==> config.mk <==
export PLATFORM = sky130hd
export DESIGN_NAME = imm_gen_stage
export DESIGN_NICKNAME = d
export VERILOG_FILES = /design/src/rtl/imm_gen_stage.sv
export SDC_FILE = /design/constraint.sdc
export NUM_CORES = 1
export LEC_CHECK = 0
export ABC_AREA = 1
export BUFFER_PORTS_ARGS = -buffer_cell sky130_fd_sc_hd__buf_2
export CAP_MARGIN = 10
export CORE_UTILIZATION = 49
export CTS_CLUSTER_DIAMETER = 30
export DETAILED_ROUTE_END_ITERATION = 7
export PLACE_DENSITY = 0.76
export SKIP_LAST_GASP = 1
export SLEW_MARGIN = 20
export SYNTH_ARGS = -nofsm -noshare
export SYNTH_HDL_FRONTEND = slang
export SYNTH_SLANG_ARGS = --single-unit
==> constraint.sdc <==
create_clock -name clk -period 1.39 [get_ports clk]
set_input_delay 0.139 -clock clk [delete_from_list [all_inputs] [get_ports clk]]
set_output_delay 0.139 -clock clk [all_outputs]
set_load 0.01 [all_outputs]
==> src/rtl/imm_gen_stage.sv <==
`default_nettype none
// +----------------------------------------------------------------------------+
// | imm_gen_stage: registered RISC-V immediate generator, 2-entry skid buffer  |
// | rev 1.0                                                                    |
// +----------------------------------------------------------------------------+
module imm_gen_stage #(
  parameter int XLEN  = 32,
  parameter int TAG_W = 4,
  parameter int CNT_W = 16
) (
  input  logic             clk,
  input  logic             rst,
  input  logic             in_valid,
  output logic             in_ready,
  input  logic [31:0]      in_instr,
  input  logic [2:0]       in_sel,
  input  logic [TAG_W-1:0] in_tag,
  output logic             out_valid,
  input  logic             out_ready,
  output logic [XLEN-1:0]  out_imm,
  output logic [TAG_W-1:0] out_tag,
  output logic             out_err,
  output logic [CNT_W-1:0] err_cnt
);

  localparam logic [2:0] SEL_I  = 3'b000;
  localparam logic [2:0] SEL_S  = 3'b001;
  localparam logic [2:0] SEL_B  = 3'b010;
  localparam logic [2:0] SEL_J  = 3'b011;
  localparam logic [2:0] SEL_U  = 3'b100;
  localparam logic [2:0] SEL_Z  = 3'b101;
  localparam logic [2:0] SEL_SH = 3'b110;

  logic             s;
  logic [63:0]      shamt;
  logic [63:0]      imm_wide;
  logic [XLEN-1:0]  imm_new;
  logic             err_new;
  logic             accept;
  logic             deliver;
  logic             unused_bits;

  logic             or_valid;
  logic [XLEN-1:0]  or_imm;
  logic [TAG_W-1:0] or_tag;
  logic             or_err;
  logic             sk_valid;
  logic [XLEN-1:0]  sk_imm;
  logic [TAG_W-1:0] sk_tag;
  logic             sk_err;

  assign s = in_instr[31];

  generate
    if (XLEN == 64) begin : g_sh64
      assign shamt = {58'b0, in_instr[25:20]};
    end else begin : g_sh32
      assign shamt = {59'b0, in_instr[24:20]};
    end
  endgenerate

  // Build at 64 bits and truncate so U needs no zero-width replication at XLEN=32.
  always_comb begin
    imm_wide = '0;
    err_new  = 1'b0;
    case (in_sel)
      SEL_I:   imm_wide = {{52{s}}, in_instr[31:20]};
      SEL_S:   imm_wide = {{52{s}}, in_instr[31:25], in_instr[11:7]};
      SEL_B:   imm_wide = {{52{s}}, in_instr[7], in_instr[30:25], in_instr[11:8], 1'b0};
      SEL_J:   imm_wide = {{44{s}}, in_instr[19:12], in_instr[20], in_instr[30:21], 1'b0};
      SEL_U:   imm_wide = {{32{s}}, in_instr[31:12], 12'b0};
      SEL_Z:   imm_wide = {59'b0, in_instr[19:15]};
      SEL_SH:  imm_wide = shamt;
      default: err_new  = 1'b1;
    endcase
  end

  assign imm_new     = imm_wide[XLEN-1:0];
  assign unused_bits = ^{in_instr[6:0], imm_wide};

  // in_ready depends only on skid occupancy, never on out_ready.
  assign in_ready  = ~sk_valid;
  assign accept    = in_valid & in_ready;
  assign deliver   = or_valid & out_ready;

  assign out_valid = or_valid;
  assign out_imm   = or_imm;
  assign out_tag   = or_tag;
  assign out_err   = or_err;

  always_ff @(posedge clk) begin
    if (rst) begin
      or_valid <= 1'b0;
      or_imm   <= '0;
      or_tag   <= '0;
      or_err   <= 1'b0;
      sk_valid <= 1'b0;
      sk_imm   <= '0;
      sk_tag   <= '0;
      sk_err   <= 1'b0;
    end else if (sk_valid) begin
      if (deliver) begin
        or_imm   <= sk_imm;
        or_tag   <= sk_tag;
        or_err   <= sk_err;
        sk_valid <= 1'b0;
      end
    end else if (accept && (!or_valid || deliver)) begin
      or_valid <= 1'b1;
      or_imm   <= imm_new;
      or_tag   <= in_tag;
      or_err   <= err_new;
    end else if (accept) begin
      sk_valid <= 1'b1;
      sk_imm   <= imm_new;
      sk_tag   <= in_tag;
      sk_err   <= err_new;
    end else if (deliver) begin
      or_valid <= 1'b0;
    end
  end

  always_ff @(posedge clk) begin
    if (rst) begin
      err_cnt <= '0;
    end else if (accept && err_new && (err_cnt != {CNT_W{1'b1}})) begin
      err_cnt <= err_cnt + CNT_W'(1);
    end
  end

endmodule
`default_nettype wire

==> results.toml, run 1 <==
[status]
status = "complete, but fails checks"
violations = "negative setup slack"

[timing]
rsz0062_at_grt = "yes"
fin_hold_ws_ps = 37.8
finalCriticalPeriod_ps = 1400
setup_viol = 5
slew_violations = 0
fmax_mhz = 712
timing.final.crit_share = 1.01
fin_ws_ps = -13.9
max_slew_margin = 0.564
worst_pin_slew_ps = 653
clock_skew_ps = 8.44
hold_viol_final = 0

[placement]
post-dp-hpwl_um = 7900
gp_congestion = 0.855
portBuffers = 90

[setup_path]
crit_top_cell = "a21oi_1"
cp_cell_sequence = "inv_2, nor2_2, buf_6, o22ai_4, inv_4, clkbuf_16, a21oi_1, a21oi_1"
worstPathRequired_ps = 1650
startpoint_type = "register"
slowest_delay_ps = 340
crit_end = "out_imm[14]$_SDFFE_PP0P_"
worst-path-buf-inv = 4
cp.arrival_ps = 1660
critPathLaunch = "out_valid$_SDFFE_PP0P_"
end_kind = "register"
cp_max_fo = 7
r2r_end = "out_imm[14]$_SDFFE_PP0P_"
cp.depth = 8
cp_top_family = "buffers and inverters"
rr_worst_depth = 8
slowest_stage = "dfxtp_2"
critical_path_class = "register to register"
timing.reg2reg.setup_slack_ps = -10
r2r_start = "out_valid$_SDFFE_PP0P_"

[synthesis]
syn_area_mm2 = 0.00429
synth_top_flop_cell = "dfxtp_1"
synth.area.top_cells = "dfxtp_1, nand2_1, o21ai_0"
ys_top_cells_by_count = "nand2_1, dfxtp_1, o21ai_0"
synth_edf_count = 0
ys_seq_elements = 92
ys_seq_area_frac = 0.430
synthArstFlopShare = 0
yosys.cell_count.top_type = "nand2_1"
synthCells = 604
synth_nets = 648
yosysTopAreaCell = "dfxtp_1"
yosys_warnings = 0
synth_top_cell_area_share = 0.430
postSynthAreaPerCell_um2 = 7.10
yosysUniqueCellTypes = 29

[die]
num_io_pins = 98
start_util = 0.514
die-height_um = 95.5
coreArea_mm2 = 0.00834
rows = 33
die_area_mm2 = 0.00913
fp.dieW_um = 95.5

[global_route]
antenna_found_initial = 0
grt_pass1_vias = 4131
overflow = 0
grt_pass1_wl_um = 19400
grt_start_max_net_pins = 58
grt.total_usage = 0.273

[power]
power.switching_mw = 1.58
seqPwrFrac = 0.485
p_clk_frac = 0.353
p_int_mw = 4.32
power.density_mw_per_mm2 = 1060
irDropWorstVdd_uv = 743
power_mw = 5.90
swShare = 0.268
leakagePower_nw = 2.50
combinationalPowerShare = 0.162

[flow_run]
drv_cap = 0

[clock_tree]
insertion_delay_ps = 360
clk_pin_slew_ps = 90
cts_buffer_depth = 2
cts_sinks = 92
cts_made_buffers = 9
cts_hold_buffers = 0
cts_root_buf = "clkbuf_8"
htreeDepth = 3
cts_tree = "done"

[drt]
ant_nets = 0
drt_wl_total_um = 12900
wl_per_cell_um = 15.7
firstDrtPassIters = 5
dr.first_iter.drc_count = 320
via_count = 4709
viasPerCell = 5.75
drc = 0

[worst_hold_path]
hold_path_class = "primary input to register"

[layout]
drive_gt1_frac = 0.284
antenna_cells = 0
finish.utilization = 0.668
area_delta_synth_final_pct = 30.1
fillerInstances = 728
final_nets = 753
how the worst min path moves through the flow:
stage	start	end	slack, ps	depth (start not counted)
global route	in_tag[2]	out_tag[2]$_SDFFE_PP0P_	40	3
CTS	in_tag[2]	out_tag[2]$_SDFFE_PP0P_	40	3
global placement	in_tag[0]	sk_tag[0]$_SDFFE_PP0P_	420	3
finish	in_tag[2]	out_tag[2]$_SDFFE_PP0P_	40	3
floorplan	in_tag[0]	out_tag[0]$_SDFFE_PP0P_	300	2
detailed placement	in_tag[2]	out_tag[2]$_SDFFE_PP0P_	420	3
cell type report:
class / instances / area, µm² / area share
clock buffers: 13 / 169 / 0.0303
clock inverters: 3 / 67.6 / 0.0121
inverters: 28 / 116 / 0.0209
multi-input cells: 442 / 2280 / 0.409
flip-flops and latches: 92 / 1850 / 0.332
well taps: 105 / 131 / 0.0236
repair buffers: 136 / 961 / 0.172
state kept, by name, indices dropped and copies added (netlist names):
register and flops:
err_cnt 16, out_err 1, out_imm 32, out_tag 4, out_valid 1, sk_err 1
sk_imm 32, sk_tag 4, sk_valid 1
per-layer routing:
layer	global-route usage	vias up	share of wire
met1	0.350	2164	0.41
met2	0.460	261	0.48
li1	-	2246	-
met4	0.101	0	0.027
met3	0.0470	38	0.088
met5	0	-	0
power by group through the flow:
stage	clock, mW	combinational (mW)	sequential, mW
floorplan	0	0.460	2.95
global placement	0	0.804	2.91
detailed placement	0	0.821	2.91
CTS	2.10	0.843	2.85
global route	2.22	1.04	2.88
finish	2.08	0.957	2.86
tightest hold or removal path: stages:
cell and delay (ps):
buf_2 100, nand2_1 50, a31oi_1 70
cell usage in the layout, fill, tap and decap left out, drive strengths merged:
cell	count
nand3	30
nor2	53
a21oi	83
dfxtp	92
clkbuf	16
a211oi	1
bufinv	2
buf	133
clkinv	2
nor3	1
nand4	5
inv	26
xor2	6
o22ai	1
xnor2	2
o21ai	87
a31oi	24
clkinvlp	1
ha	1
nand2	148
kinds of logic (layout without fill, tap and decap cells):
group,count (synthesis),in the layout,share of synthesized area
compound gates,196,196,0.244
xor+xnor,8,8,0.0163
fa+ha+maj,1,1,0.00292
buf+inv,70,180,0.0747
flops,92,92,0.430
simple gates,237,237,0.233
per-stage QoR:
| stage | cell area [µm²] | TNS [ps] | setup slack (ps) | cells |
|---|---|---|---|---|
| 2_1_floorplan | 4320 | -62.9 | -7.43 | 604 |
| 3_3_place_gp | 5060 | 0 | 37.5 | 798 |
| 3_5_place_dp | 5060 | -136 | -54.6 | 798 |
| 4_1_cts | 5340 | -7.05 | -7.05 | 815 |
| 5_1_grt | 5580 | -1940 | -87.6 | 819 |
| 6_report | 5580 | -35.7 | -13.9 | 819 |
repair_timing:
action	4_1_cts	5_1_grt
buffers inserted	0	1
resized for setup	4	45
gates cloned	1	4
pin swaps	1	8
setup endpoints to repair	64	62
hold endpoints to repair	0	0
(Power assumes the default switching activity.)
==> run 2, diff against run 1 <==
SKIP_LAST_GASP = default   (was 1)
==> run 2 against run 1 <==
The run still ends with negative setup slack left; first-iteration DRC count grew 14%; global-route usage is the same; largest power group unchanged; non-clock buffer count is the same.
==> results.toml, run 2 (synthesized netlist as in run 1, its figures left out) <==
[status]
status = "complete, but fails checks"
violations = "negative setup slack"

[die]
start_util = 0.514
num_io_pins = 98
fp.dieW_um = 95.5
die_area_mm2 = 0.00913
die-height_um = 95.5
coreArea_mm2 = 0.00834
rows = 33

[setup_path]
r2r_end = "out_err$_SDFFE_PP0P_"
cp.depth = 8
worst-path-buf-inv = 4
slowest_delay_ps = 340
end_kind = "register"
startpoint_type = "register"
critPathLaunch = "out_valid$_SDFFE_PP0P_"
rr_worst_depth = 8
worstPathRequired_ps = 1640
cp_max_fo = 7
timing.reg2reg.setup_slack_ps = -30
crit_end = "out_err$_SDFFE_PP0P_"
cp_cell_sequence = "inv_2, nor2_2, buf_6, o22ai_4, inv_4, clkbuf_16, a21oi_2, a21oi_1"
r2r_start = "out_valid$_SDFFE_PP0P_"
critical_path_class = "register to register"
slowest_stage = "dfxtp_2"
cp_top_family = "buffers and inverters"
cp.arrival_ps = 1670

[timing]
worst_pin_slew_ps = 638
fin_ws_ps = -30.8
clock_skew_ps = 7.54
slew_violations = 0
finalCriticalPeriod_ps = 1420
max_slew_margin = 0.574
rsz0062_at_grt = "yes"
fin_hold_ws_ps = 33.9
fmax_mhz = 704
timing.final.crit_share = 1.02
setup_viol = 5
hold_viol_final = 0

[flow_run]
drv_cap = 0

[clock_tree]
insertion_delay_ps = 370
htreeDepth = 3
cts_made_buffers = 9
cts_buffer_depth = 2
cts_sinks = 92
cts_root_buf = "clkbuf_8"
clk_pin_slew_ps = 90
cts_tree = "done"
cts_hold_buffers = 0

[layout]
final_common_cell = "nand2_1"
final_cell_mix = "nand2_1, buf_2, dfxtp_1"
fillerInstances = 716
area_delta_synth_final_pct = 31.0
fin_cells = 819
antenna_cells = 0
final_nets = 753
drive_gt1_frac = 0.297

[placement]
portBuffers = 90
placed_cells = 798
place_ws_ps = -54.6
gp_congestion = 0.855
post-dp-hpwl_um = 7900

[drt]
drc = 0
ant_nets = 0
dr.first_iter.drc_count = 365
drt_wl_total_um = 13000
firstDrtPassIters = 5
viasPerCell = 5.70
via_count = 4671
wl_per_cell_um = 15.8

[power]
irDropWorstVdd_uv = 745
power.density_mw_per_mm2 = 1060
leakagePower_nw = 2.50

[global_route]
grt_start_max_net_pins = 58
antenna_found_initial = 0
grt.total_usage = 0.273
grt_pass1_vias = 4131
overflow = 0
grt_pass1_wl_um = 19400

[worst_hold_path]
hold_path_class = "primary input to register"
[run 2: layout make-up]
class,instances,area [µm²],share of cell area
Multi-Input combinational cell,442,2320,0.413
Clock inverter,3,67.6,0.0120
Sequential cell,92,1850,0.330
Inverter,28,116,0.0207
Timing Repair Buffer,136,961,0.171
Tap cell,105,131,0.0234
Clock buffer,13,169,0.0301
[run 2: metal layers]
layer | up-vias | GRT usage | routed length, µm
li1 | 2242 | - | -
met1 | 2156 | 0.350 | 5380
met2 | 236 | 0.460 | 6140
met3 | 37 | 0.0470 | 1070
met4 | 0 | 0.101 | 374
met5 | - | 0 | 0
[run 2: worst min-delay path, stage by stage]
cell	delay [ps]
buf_2	100
nand2_1	50
a31oi_1	70
[run 2: how the worst min path moves through the flow]
stage / from / to / slack (ps) / cells after the start
6_report: in_tag[2] / out_tag[2]$_SDFFE_PP0P_ / 30 / 3
5_1_grt: in_tag[2] / out_tag[2]$_SDFFE_PP0P_ / 40 / 3
4_1_cts: in_tag[2] / out_tag[2]$_SDFFE_PP0P_ / 40 / 3
3_5_place_dp: in_tag[2] / out_tag[2]$_SDFFE_PP0P_ / 420 / 3
3_3_place_gp: in_tag[0] / sk_tag[0]$_SDFFE_PP0P_ / 420 / 3
2_1_floorplan: in_tag[0] / out_tag[0]$_SDFFE_PP0P_ / 300 / 2
[run 2: power by group]
group	total, mW	internal, mW	switching (mW)
sequential	2.86	2.78	0.0849
combinational	0.972	0.383	0.590
clock	2.09	1.16	0.927
[run 2: what timing repair did]
| item | CTS | global route |
|---|---|---|
| buffers inserted | 0 | 1 |
| endpoints found under the setup margin | 64 | 62 |
| cloned | 1 | 4 |
| gates resized for setup | 4 | 56 |
| endpoints found under the hold margin | 0 | 0 |
| pin swaps | 2 | 12 |
[run 2: per-stage QoR]
step                utilization  setup TNS (ps)  cell area (µm²)  total power [mW]
floorplan                     -           -62.9             4320              3.41
global placement          0.607               0             5060              3.71
detailed placement        0.607            -136             5060              3.73
CTS                       0.641           -5.48             5340              5.79
global route              0.673           -1670             5620              6.16
finish                    0.673           -63.6             5620              5.93
==> run 3, diff against run 2 <==
clock period = 1.3 ns   (was 1.39 ns; I/O delays follow)
==> run 3 against run 2 <==
The run still ends with negative setup slack left; critical path type unchanged; fmax decreased by 0.96%; first-iteration DRC count unchanged; sequential cell count unchanged.
==> results.toml, run 3 (synthesized netlist as in run 1, its figures left out) <==
[status]
status = "complete, but fails checks"
violations = "negative setup slack"

[clock_tree]
cts_buffer_depth = 2
cts_sinks = 92
htreeDepth = 3
cts_tree = "done"
cts_hold_buffers = 0
cts_made_buffers = 9
cts_root_buf = "clkbuf_8"
insertion_delay_ps = 370
clk_pin_slew_ps = 100

[layout]
finish.utilization = 0.745
final_nets = 779
final_cell_mix = "nand2_1, buf_2, dfxtp_1"
drive_gt1_frac = 0.404
area_delta_synth_final_pct = 45.0
seqCellArea_mm2 = 0.00185
fillerInstances = 607
antenna_cells = 0
multi_input_area_mm2 = 0.00258
fin_area_mm2 = 0.00621
final_common_cell = "nand2_1"

[drt]
drc = 0
via_count = 4914
viasPerCell = 5.82
drt_wl_total_um = 14300
wl_per_cell_um = 17.0
firstDrtPassIters = 5
ant_nets = 0
dr.first_iter.drc_count = 365

[timing]
rsz0062_at_grt = "yes"
slew_violations = 0
max_slew_margin = 0.569
fin_ws_ps = -135
worst_pin_slew_ps = 645
fmax_mhz = 697
finalCriticalPeriod_ps = 1430
clock_skew_ps = 13.3
fin_hold_ws_ps = 38.2
timing.final.crit_share = 1.10
hold_viol_final = 0
setup_viol = 53

[placement]
gp_congestion = 0.958
post-dp-hpwl_um = 8180
place_area_mm2 = 0.00515
portBuffers = 90

[worst_hold_path]
hold_path_class = "primary input to register"
min_delay_path_depth = 3

[global_route]
grt_pass1_wl_um = 19600
grt_start_max_net_pins = 67
overflow = 0
grt.total_usage = 0.276
grt_pass1_vias = 4321
antenna_found_initial = 0

[setup_path]
slowest_stage = "dfxtp_2"
cp_max_fo = 14
worst-path-buf-inv = 3
slowest_delay_ps = 340
worstPathRequired_ps = 1550
cp_top_family = "compound AO/OA/AOI/OAI gates"
startpoint_type = "register"
end_kind = "register"
rr_worst_depth = 7
cp.arrival_ps = 1690
cp_cell_sequence = "clkinv_4, nand2_8, o22ai_4, inv_4, buf_12, a21oi_1, a21oi_2"
critical_path_class = "register to register"
cp.depth = 7

[die]
rows = 33
fp.dieW_um = 95.5
die-height_um = 95.5
start_util = 0.514
die_area_mm2 = 0.00913
coreArea_mm2 = 0.00834
num_io_pins = 98

[power]
leakagePower_nw = 2.73
irDropWorstVdd_uv = 721
power.density_mw_per_mm2 = 1090

[flow_run]
drv_cap = 0
[run 3: area by class of cell]
class / count / area share
clock buffer: 9 / 0.0199
multi-input combinational: 442 / 0.416
timing repair inverter: 1 / 0.00141
timing repair buffer: 161 / 0.204
clock inverter: 7 / 0.0199
sequential: 92 / 0.298
tap: 105 / 0.0211
inverter: 28 / 0.0195
[run 3: repair_timing]
| action | in CTS | in global routing |
|---|---|---|
| pin swaps | 8 | 4 |
| resized for setup | 37 | 170 |
| hold endpoints to repair | 0 | 0 |
| buffers inserted | 7 | 4 |
| endpoints found under the setup margin | 81 | 81 |
| gates cloned | 3 | 7 |
[run 3: metrics by stage]
step	TNS, ps	cells	setup WS, ps	total power [mW]
global route	-6950	845	-169	7.01
detailed placement	-4870	809	-173	3.99
floorplan	-1130	604	-97.4	3.65
finish	-3230	845	-135	6.79
CTS	-1340	835	-107	6.41
global placement	-1860	809	-72.5	3.97
[run 3: report_power, final]
group          switching (mW)  internal [mW]
Clock                    1.10           1.29
Sequential              0.126           2.97
Combinational           0.746          0.559
[run 3: layer usage]
layer	vias up	global-route usage	wire length, µm
met2	262	0.461	7070
met3	58	0.0423	1090
met1	2287	0.349	5650
met5	-	0	0
met4	0	0.128	522
li1	2307	-	-
[run 3: final timing paths]
kind,startpoint,slack (ps),endpoint
worst max-delay path,sk_valid$_SDFF_PP0_,-130,out_imm[30]$_SDFFE_PP0P_
worst min-delay path,in_tag[3],40,out_tag[3]$_SDFFE_PP0P_
worst max register to register,sk_valid$_SDFF_PP0_,-130,out_imm[30]$_SDFFE_PP0P_
worst min register to register,sk_tag[3]$_SDFFE_PP0P_,480,out_tag[3]$_SDFFE_PP0P_
[run 3: worst reg2reg max path: cells and delay by family (launching register included)]
kind / cells / cell delay, ps
buffers and inverters: 3 / 380
and+or+nand+nor: 1 / 80
AOI/OAI and AO/OA: 3 / 530
DFF: 1 / 340
